$ cat src/rtl/pipe_hazard_ctrl_pkg.sv
// Shared types and constants for the pipeline hazard controller.
// The FSM encoding is fixed because STATE is exported for debug.
package pipe_hazard_ctrl_pkg;

  // FSM states, fixed 2-bit encoding.
  typedef enum logic [1:0] {
    StRun   = 2'd0,
    StStall = 2'd1,
    StFlush = 2'd2,
    StMwait = 2'd3
  } hz_state_e;

  // Width and saturation point of the consecutive-stall counter.
  localparam int unsigned StallCntW   = 4;
  localparam logic [StallCntW-1:0] StallCntMax = 4'd15;

  // Per-stage pipeline register controls.
  typedef struct packed {
    logic pc_en;
    logic fd_en;
    logic fd_flush;
    logic de_en;
    logic de_bubble;
    logic em_en;
    logic mw_en;
  } stage_ctrl_t;

  // Every register loads, nothing is squashed.
  localparam stage_ctrl_t CtrlRun = '{
    pc_en: 1'b1, fd_en: 1'b1, fd_flush: 1'b0, de_en: 1'b1,
    de_bubble: 1'b0, em_en: 1'b1, mw_en: 1'b1
  };

  // Whole pipe frozen while data memory is busy.
  localparam stage_ctrl_t CtrlFreeze = '{
    pc_en: 1'b0, fd_en: 1'b0, fd_flush: 1'b0, de_en: 1'b0,
    de_bubble: 1'b0, em_en: 1'b0, mw_en: 1'b0
  };

  // Redirect: load branch target, squash IF/ID and ID/EX.
  localparam stage_ctrl_t CtrlFlush = '{
    pc_en: 1'b1, fd_en: 1'b1, fd_flush: 1'b1, de_en: 1'b1,
    de_bubble: 1'b1, em_en: 1'b1, mw_en: 1'b1
  };

  // RAW stall: hold PC and IF/ID, inject a bubble into ID/EX.
  localparam stage_ctrl_t CtrlStall = '{
    pc_en: 1'b0, fd_en: 1'b0, fd_flush: 1'b0, de_en: 1'b1,
    de_bubble: 1'b1, em_en: 1'b1, mw_en: 1'b1
  };

  // Saturating increment for the stall counter.
  function automatic logic [StallCntW-1:0] sat_inc(input logic [StallCntW-1:0] val);
    return (val == StallCntMax) ? val : val + 1'b1;
  endfunction

endpackage

$ cat src/rtl/pipe_perf_counter.sv
// Enable-increment counter with synchronous active-high reset.
// Wraps from all-ones back to zero.
module pipe_perf_counter #(
  parameter int unsigned CNT_W = 16
) (
  input  logic             clk_i,
  input  logic             rst_i,
  input  logic             en_i,
  output logic [CNT_W-1:0] cnt_o
);

  logic [CNT_W-1:0] cnt_q;
  logic [CNT_W-1:0] cnt_d;

  // Next count: advance when enabled, natural wrap on overflow.
  always_comb begin
    cnt_d = cnt_q;
    if (en_i) begin
      cnt_d = cnt_q + 1'b1;
    end
  end

  // Count register, reset wins over enable.
  always_ff @(posedge clk_i) begin
    if (rst_i) begin
      cnt_q <= '0;
    end else begin
      cnt_q <= cnt_d;
    end
  end

  assign cnt_o = cnt_q;

endmodule

$ cat src/rtl/pipe_hazard_ctrl.sv
// Pipeline hazard controller: turns stall, redirect and memory-busy events
// into enable/flush/bubble controls for the PC, FD, DE, EM and MW registers.
// Outputs are Mealy (state plus current inputs); the FSM moves on the edge.
// Optional macro PIPE_PERF_CNT_EN adds STALL_CNT, FLUSH_CNT and MWAIT_CNT.
module pipe_hazard_ctrl
  import pipe_hazard_ctrl_pkg::*;
#(
  parameter int unsigned MAX_STALL = 4
`ifdef PIPE_PERF_CNT_EN
  ,
  parameter int unsigned CNT_W     = 16
`endif
) (
  input  logic             CLK,
  input  logic             RST,
  input  logic             STALL_PROCESSOR,
  input  logic             BRANCH_TAKEN,
  input  logic             MEM_BUSY,
  output logic             PC_EN,
  output logic             FD_EN,
  output logic             FD_FLUSH,
  output logic             DE_EN,
  output logic             DE_BUBBLE,
  output logic             EM_EN,
  output logic             MW_EN,
  output logic             HAZARD_ERR,
  output logic [1:0]       STATE
`ifdef PIPE_PERF_CNT_EN
  ,
  output logic [CNT_W-1:0] STALL_CNT,
  output logic [CNT_W-1:0] FLUSH_CNT,
  output logic [CNT_W-1:0] MWAIT_CNT
`endif
);

  localparam logic [StallCntW-1:0] MaxStallCnt = StallCntW'(MAX_STALL);

  hz_state_e              state_q, state_d;
  logic [StallCntW-1:0]   stall_cnt_q, stall_cnt_d;
  logic                   err_q, err_d;
  stage_ctrl_t            ctrl;

  // Event strobes for the optional performance counters.
  logic                   stall_ins;
  logic                   branch_acc;
  logic                   mem_wait;

  // The stage in FLUSH still holds the wrong-path instruction's sources.
  logic                   stall_masked;
  assign stall_masked = (state_q == StFlush);

  // Priority decode: reset > memory busy > branch > stall > run.
  always_comb begin
    state_d     = state_q;
    stall_cnt_d = stall_cnt_q;
    err_d       = err_q;
    ctrl        = CtrlRun;
    stall_ins   = 1'b0;
    branch_acc  = 1'b0;
    mem_wait    = 1'b0;

    if (RST) begin
      // Load NOPs everywhere while held in reset.
      ctrl        = CtrlFlush;
      state_d     = StRun;
      stall_cnt_d = '0;
      err_d       = 1'b0;
    end else if (MEM_BUSY) begin
      // Pending branch/stall is re-presented by the frozen producer.
      ctrl        = CtrlFreeze;
      state_d     = StMwait;
      mem_wait    = 1'b1;
    end else if (BRANCH_TAKEN) begin
      ctrl        = CtrlFlush;
      state_d     = StFlush;
      stall_cnt_d = '0;
      branch_acc  = 1'b1;
    end else if (STALL_PROCESSOR && !stall_masked) begin
      ctrl        = CtrlStall;
      state_d     = StStall;
      stall_cnt_d = sat_inc(stall_cnt_q);
      stall_ins   = 1'b1;
    end else begin
      ctrl        = CtrlRun;
      state_d     = StRun;
      stall_cnt_d = '0;
    end

    // Runaway-stall watchdog, sticky until reset; stalling carries on.
    if (!RST && (stall_cnt_d >= MaxStallCnt)) begin
      err_d = 1'b1;
    end
  end

  // FSM, stall counter and error flag registers.
  always_ff @(posedge CLK) begin
    if (RST) begin
      state_q     <= StRun;
      stall_cnt_q <= '0;
      err_q       <= 1'b0;
    end else begin
      state_q     <= state_d;
      stall_cnt_q <= stall_cnt_d;
      err_q       <= err_d;
    end
  end

  assign PC_EN      = ctrl.pc_en;
  assign FD_EN      = ctrl.fd_en;
  assign FD_FLUSH   = ctrl.fd_flush;
  assign DE_EN      = ctrl.de_en;
  assign DE_BUBBLE  = ctrl.de_bubble;
  assign EM_EN      = ctrl.em_en;
  assign MW_EN      = ctrl.mw_en;
  assign HAZARD_ERR = err_q;
  assign STATE      = state_q;

`ifdef PIPE_PERF_CNT_EN
  pipe_perf_counter #(
    .CNT_W (CNT_W)
  ) u_stall_cnt (
    .clk_i (CLK),
    .rst_i (RST),
    .en_i  (stall_ins),
    .cnt_o (STALL_CNT)
  );

  pipe_perf_counter #(
    .CNT_W (CNT_W)
  ) u_flush_cnt (
    .clk_i (CLK),
    .rst_i (RST),
    .en_i  (branch_acc),
    .cnt_o (FLUSH_CNT)
  );

  pipe_perf_counter #(
    .CNT_W (CNT_W)
  ) u_mwait_cnt (
    .clk_i (CLK),
    .rst_i (RST),
    .en_i  (mem_wait),
    .cnt_o (MWAIT_CNT)
  );
`else
  // Strobes only feed the optional counters.
  logic unused_perf;
  assign unused_perf = stall_ins ^ branch_acc ^ mem_wait;
`endif

endmodule

$ cat config.mk
export PLATFORM = sky130hd
export DESIGN_NAME = pipe_hazard_ctrl
export DESIGN_NICKNAME = d
export VERILOG_FILES = /design/src/rtl/pipe_hazard_ctrl_pkg.sv /design/src/rtl/pipe_perf_counter.sv /design/src/rtl/pipe_hazard_ctrl.sv
export SDC_FILE = /design/constraint.sdc
export NUM_CORES = 1
export LEC_CHECK = 0
export ABC_AREA = 1
export CORE_AREA = 2 2 39 41
export CTS_BUF_LIST = sky130_fd_sc_hd__clkbuf_4
export CTS_CLUSTER_DIAMETER = 30
export DETAILED_ROUTE_END_ITERATION = 12
export DIE_AREA = 0 0 41 43
export PLACE_DENSITY = 0.56
export SYNTH_ARGS = -nofsm -noshare
export SYNTH_HDL_FRONTEND = slang
export SYNTH_SLANG_ARGS = --single-unit
export TNS_END_PERCENT = 10
$ cat constraint.sdc
create_clock -name CLK -period 1.83 [get_ports CLK]
set_input_delay 0.366 -clock CLK [delete_from_list [all_inputs] [get_ports CLK]]
set_output_delay 0.366 -clock CLK [all_outputs]
set_load 0.05 [all_outputs]
# Yosys cells after proc, flatten, opt, wreduce, memory -nomap -nowiden

Cells that the tools add are included.

Bits in registers: 7
Input bits: 5
Output and inout port bits: 10
Word-level logic and storage cells: 23

$add $sub $neg: 1
Magnitude comparators: 1
Eq/ne operators: 2
Multiplexer cells: 12
Reductions and logical operators: 4

Operators with widths:

| kind                                                                                | count |
|---|---|
| 7-bit 2-to-1 mux                                                                    | 4 |
| 4-bit 2-to-1 mux                                                                    | 5 |
| 4-bit by 1-bit adder with 4-bit output, second input constant                       | 1 |
| 4-bit equality test, second input constant                                          | 1 |
| 4-bit by 3-bit greater-or-equal comparator with 1-bit output, second input constant | 1 |
| 2-bit 2-to-1 mux                                                                    | 2 |
| 2-bit equality test, second input constant                                          | 1 |
| 1-bit logical AND                                                                   | 2 |
| 1-bit zero test                                                                     | 2 |
| 1-bit 2-to-1 mux                                                                    | 1 |

# Depth between registers and ports, before layout

Depth after elaboration: 9
Gate-level depth with buffers: 8
Depth with buffers taken out: 8

# Least setup slack after synthesis

Ideal clock, no wire load.

Path type: register to output
Start point: reg state_q[0], in the netlist STATE[0]
End point: out DE_BUBBLE
Data arrival time: 1.619 ns
Required time: 1.464 ns
Slack: -0.155 ns
Cell stages (with the launch flop): 5
Path buffers: 0
Cell sequence: dfxtp_1 -> inv_1 -> nand2_1 -> nand2_1 -> a21oi_1

Word-level cells in the longest chain between the ends: 7

RTL lines:

| what                   | RTL line                | text |
|---|---|---|
| from (decl)            | pipe_hazard_ctrl.sv:38  | `hz_state_e state_q, state_d;` |
| from (signal assigned) | pipe_hazard_ctrl.sv:98  | `state_q <= StRun;` |
| from (signal assigned) | pipe_hazard_ctrl.sv:102 | `state_q <= state_d;` |
| 2-bit equality test    | pipe_hazard_ctrl.sv:50  | `assign stall_masked = (state_q == StFlush);` |
| 1-bit zero test        | pipe_hazard_ctrl.sv:78  | `end else if (STALL_PROCESSOR && !stall_masked) begin` |
| 1-bit logical AND      | pipe_hazard_ctrl.sv:78  |  |
| 7-bit 2-to-1 mux       | pipe_hazard_ctrl.sv:78  |  |
| 7-bit 2-to-1 mux       | pipe_hazard_ctrl.sv:73  | `end else if (BRANCH_TAKEN) begin` |
| 7-bit 2-to-1 mux       | pipe_hazard_ctrl.sv:68  | `end else if (MEM_BUSY) begin` |
| 7-bit 2-to-1 mux       | pipe_hazard_ctrl.sv:62  | `if (RST) begin` |
| to (decl)              | pipe_hazard_ctrl.sv:23  | `output logic DE_BUBBLE,` |

No other way between the ends.

# Final worst setup path

Start point: in MEM_BUSY
End point: out EM_EN

Word-level cells in the longest chain between the ends: 2

RTL lines:

| what             | RTL line               | text |
|---|---|---|
| from (decl)      | pipe_hazard_ctrl.sv:18 | `input logic MEM_BUSY,` |
| 7-bit 2-to-1 mux | pipe_hazard_ctrl.sv:68 |  |
| 7-bit 2-to-1 mux | pipe_hazard_ctrl.sv:62 |  |
| to (decl)        | pipe_hazard_ctrl.sv:24 | `output logic EM_EN,` |

No other way between the ends.

==> impl_summary.log <==
[metrics] total of fill cells in the finished design: 138
[metrics] number of nets with antenna violations after detailed routing: 0
[metrics] floorplan core area: 1380 µm²
[metrics] Max-Cap Viols: 0
[metrics] arrival time of the worst setup path: 1.37 ns
[metrics] min-delay src: BRANCH_TAKEN
[metrics] tightest slew margin relative to the limit: 0.672
[metrics] clock buffers created by TritonCTS: 3
[metrics] post-route minimum period: 1.73 ns
[metrics] Finished Layout Cells: 88
[metrics] final hold violation count: 0
[metrics] final hold slack: 0.420 ns
[metrics] number of vias in the routed layout: 369
[metrics] flip-flop and latch count after synthesis: 7
[metrics] Die Footprint: 1760 µm²
[metrics] root buffer selected by CTS: clkbuf_4
[metrics] standard-cell row count: 14
[metrics] Clk pin slew, worst setup/hold paths: 0.05 ns
[metrics] initial antenna violation count: 0
[metrics] CP Launch Type: input port
[metrics] Power Total: 0.447 mW
[metrics] Cell Pwr Density: 737 nW/µm²
[metrics] fin worst setup slack: 0.0950 ns
[metrics] Antenna Diode Count: 0
[metrics] overall track demand over capacity in global routing: 0.107
[metrics] Final nets: 79
[metrics] pre-CTS worst setup slack: -0.0211 ns
[metrics] data required time at the worst endpoint: 1.46 ns
[metrics] average footprint of a synthesized cell: 6.93 µm²
[metrics] Starting Density: 0.270
[metrics] CTS tree: built
[metrics] total negative slack for setup checks: 0 ns
[metrics] total DRC errors in the routed layout: 0
[metrics] Post-CTS Repair Setup Buffers: 0
[metrics] cell taking the most area after synthesis: dfxtp_1
[metrics] register area share after synthesis: 0.375
[metrics] fraction of layout instances using a drive strength above 1: 0.361
[metrics] most frequent cells in the layout: nand2_1 (10), nor2_1 (9), inv_1 (8), buf_4 (8), dfxtp_1 (7)
[metrics] placed standard-cell area: 566 µm²
[metrics] Critical Path End Type: primary output
[metrics] router iterations before antenna repair: 4
[metrics] DRT iter0 DRCs: 6
[metrics] Horiz. Die Dim: 41 µm
[metrics] max-slew violation total from the final report: 0
[metrics] skew final: 0.00268 ns
[metrics] mean routed wirelength per cell: 8.28 µm
[metrics] cell count after placement: 84
[metrics] fmax: 576 MHz
[metrics] VDD IR max: 0.276 mV
[metrics] classification of the worst setup path: in -> out
[metrics] area of all placed cells without fillers: 607 µm²
[metrics] final weighted congestion of routability-driven global placement: 0.761
[metrics] most common cell after layout, fill and taps aside: nand2_1
[metrics] total standard cell area after synthesis: 374 µm²
[metrics] Post-Syn Nets: 60
[metrics] count of unique library cells instantiated by Yosys: 14
[metrics] htree depth: 1
[metrics] result of the run: completed
[metrics] overflow left after global routing: 0
[metrics] dominant cells by area after synthesis: dfxtp_1 (37%), nand2_1 (10%), nor2_1 (10%)
[metrics] total I/O pin count: 15
[metrics] startpoint of the most critical setup path: MEM_BUSY
[metrics] Max FO, Critical Path: 4
[metrics] slew of the pin with the lowest slew margin: 0.490 ns
[metrics] largest net degree at the start of global routing: 6
[metrics] signed area change from the synthesized netlist to the final layout: 62.2%
[metrics] global-route wire length before repair: 1.17 mm
[metrics] share of the cycle needed by the critical path after routing: 0.948
[metrics] Final Setup Violations: 0
[metrics] dpl hpwl: 605 µm
[metrics] quantity of I/O buffers inserted on ports: 14
[metrics] Leakage Power: 0.296 nW
[metrics] setup repair after global routing missed its margin: false
[metrics] Vert. Die Dim: 43 µm
[metrics] number of buffers on the longest clock path: 2
[metrics] wirelength, routed: 729 µm
[metrics] total number of yosys warnings: 0
[metrics] synthesized instance count: 54
[metrics] area share of the largest cell type after synthesis: 0.375
[metrics] r2r startpoint: stall_cnt_q[0]
[metrics] via density per instance: 4.19
[metrics] number of global-route vias before repair: 311
[metrics] total number of clock tree sinks: 7
[metrics] insertion delay to the later sink of the worst-skew pair: 0.25 ns
[metrics] final core utilization: 0.439
[metrics] Worst Hold Class: in -> reg
[cells in the mapped netlist]
cell type and instances:
inv_1 9, nand3_2 1, nand2_1 10, dfxtp_1 7, nand2_2 1, o21ai_1 1, o21ai_2 2, nand3_1 2
xor2_1 1, a21oi_1 4, nor2_1 10, buf_4 3, ha_1 1, nor2_2 2
[power by group]
group / total, mW / internal, mW / switching, mW
logic: 0.129 / 0.0529 / 0.0756
clock network: 0.157 / 0.0981 / 0.0587
registers: 0.162 / 0.158 / 0.00352
[kinds of logic (layout without fill, tap and decap cells)]
logic type | Yosys count | count (layout) | synth area share
compound gates | 7 | 7 | 0.114
xor+xnor | 1 | 1 | 0.0234
fa+ha+maj | 1 | 1 | 0.0334
buf+inv | 12 | 30 | 0.150
flops | 7 | 7 | 0.375
simple gates | 26 | 26 | 0.304
[timing repair]
item | CTS | global route
gates resized for setup | 2 | 3
pin swaps | 0 | 0
hold buffers | 0 | 0
endpoints found under the hold margin | 0 | 0
endpoints found under the setup margin | 5 | 5
[routing by layer]
metal	share of wire	track usage	up-vias
li1	-	-	198
met1	0.44	0.123	155
met2	0.47	0.138	14
met3	0.066	0.0157	2
met4	0.019	0.140	0
met5	0	0	-
[worst paths after layout]
| kind | to | slack (ns) | depth (start not counted) |
|---|---|---|---|
| hold reg to reg | stall_cnt_q[1] | 0.46 | 2 |
| setup reg to reg | HAZARD_ERR | 0.64 | 8 |
| setup / recovery | EM_EN | 0.1 | 5 |
| hold / removal | STATE[1] | 0.42 | 3 |
[flip-flops by register name, summed over array words and instances (netlist names)]
signal       flops
stall_cnt_q      4
STATE            2
HAZARD_ERR       1
[cell type report]
type	count	area [µm²]	share of cell area
clock buffers	4	30.0	0.0495
inverters	9	33.8	0.0557
multi-input cells	35	188	0.309
flip-flops and latches	7	140	0.231
well taps	16	20.0	0.0330
repair buffers	17	195	0.322
[critical path: stages]
cell,delay (ns)
clkdlybuf4s50_1,0.45
inv_1,0.09
nor2_2,0.17
inv_1,0.09
buf_4,0.20
Note: power is estimated with default switching activity, not from simulation.
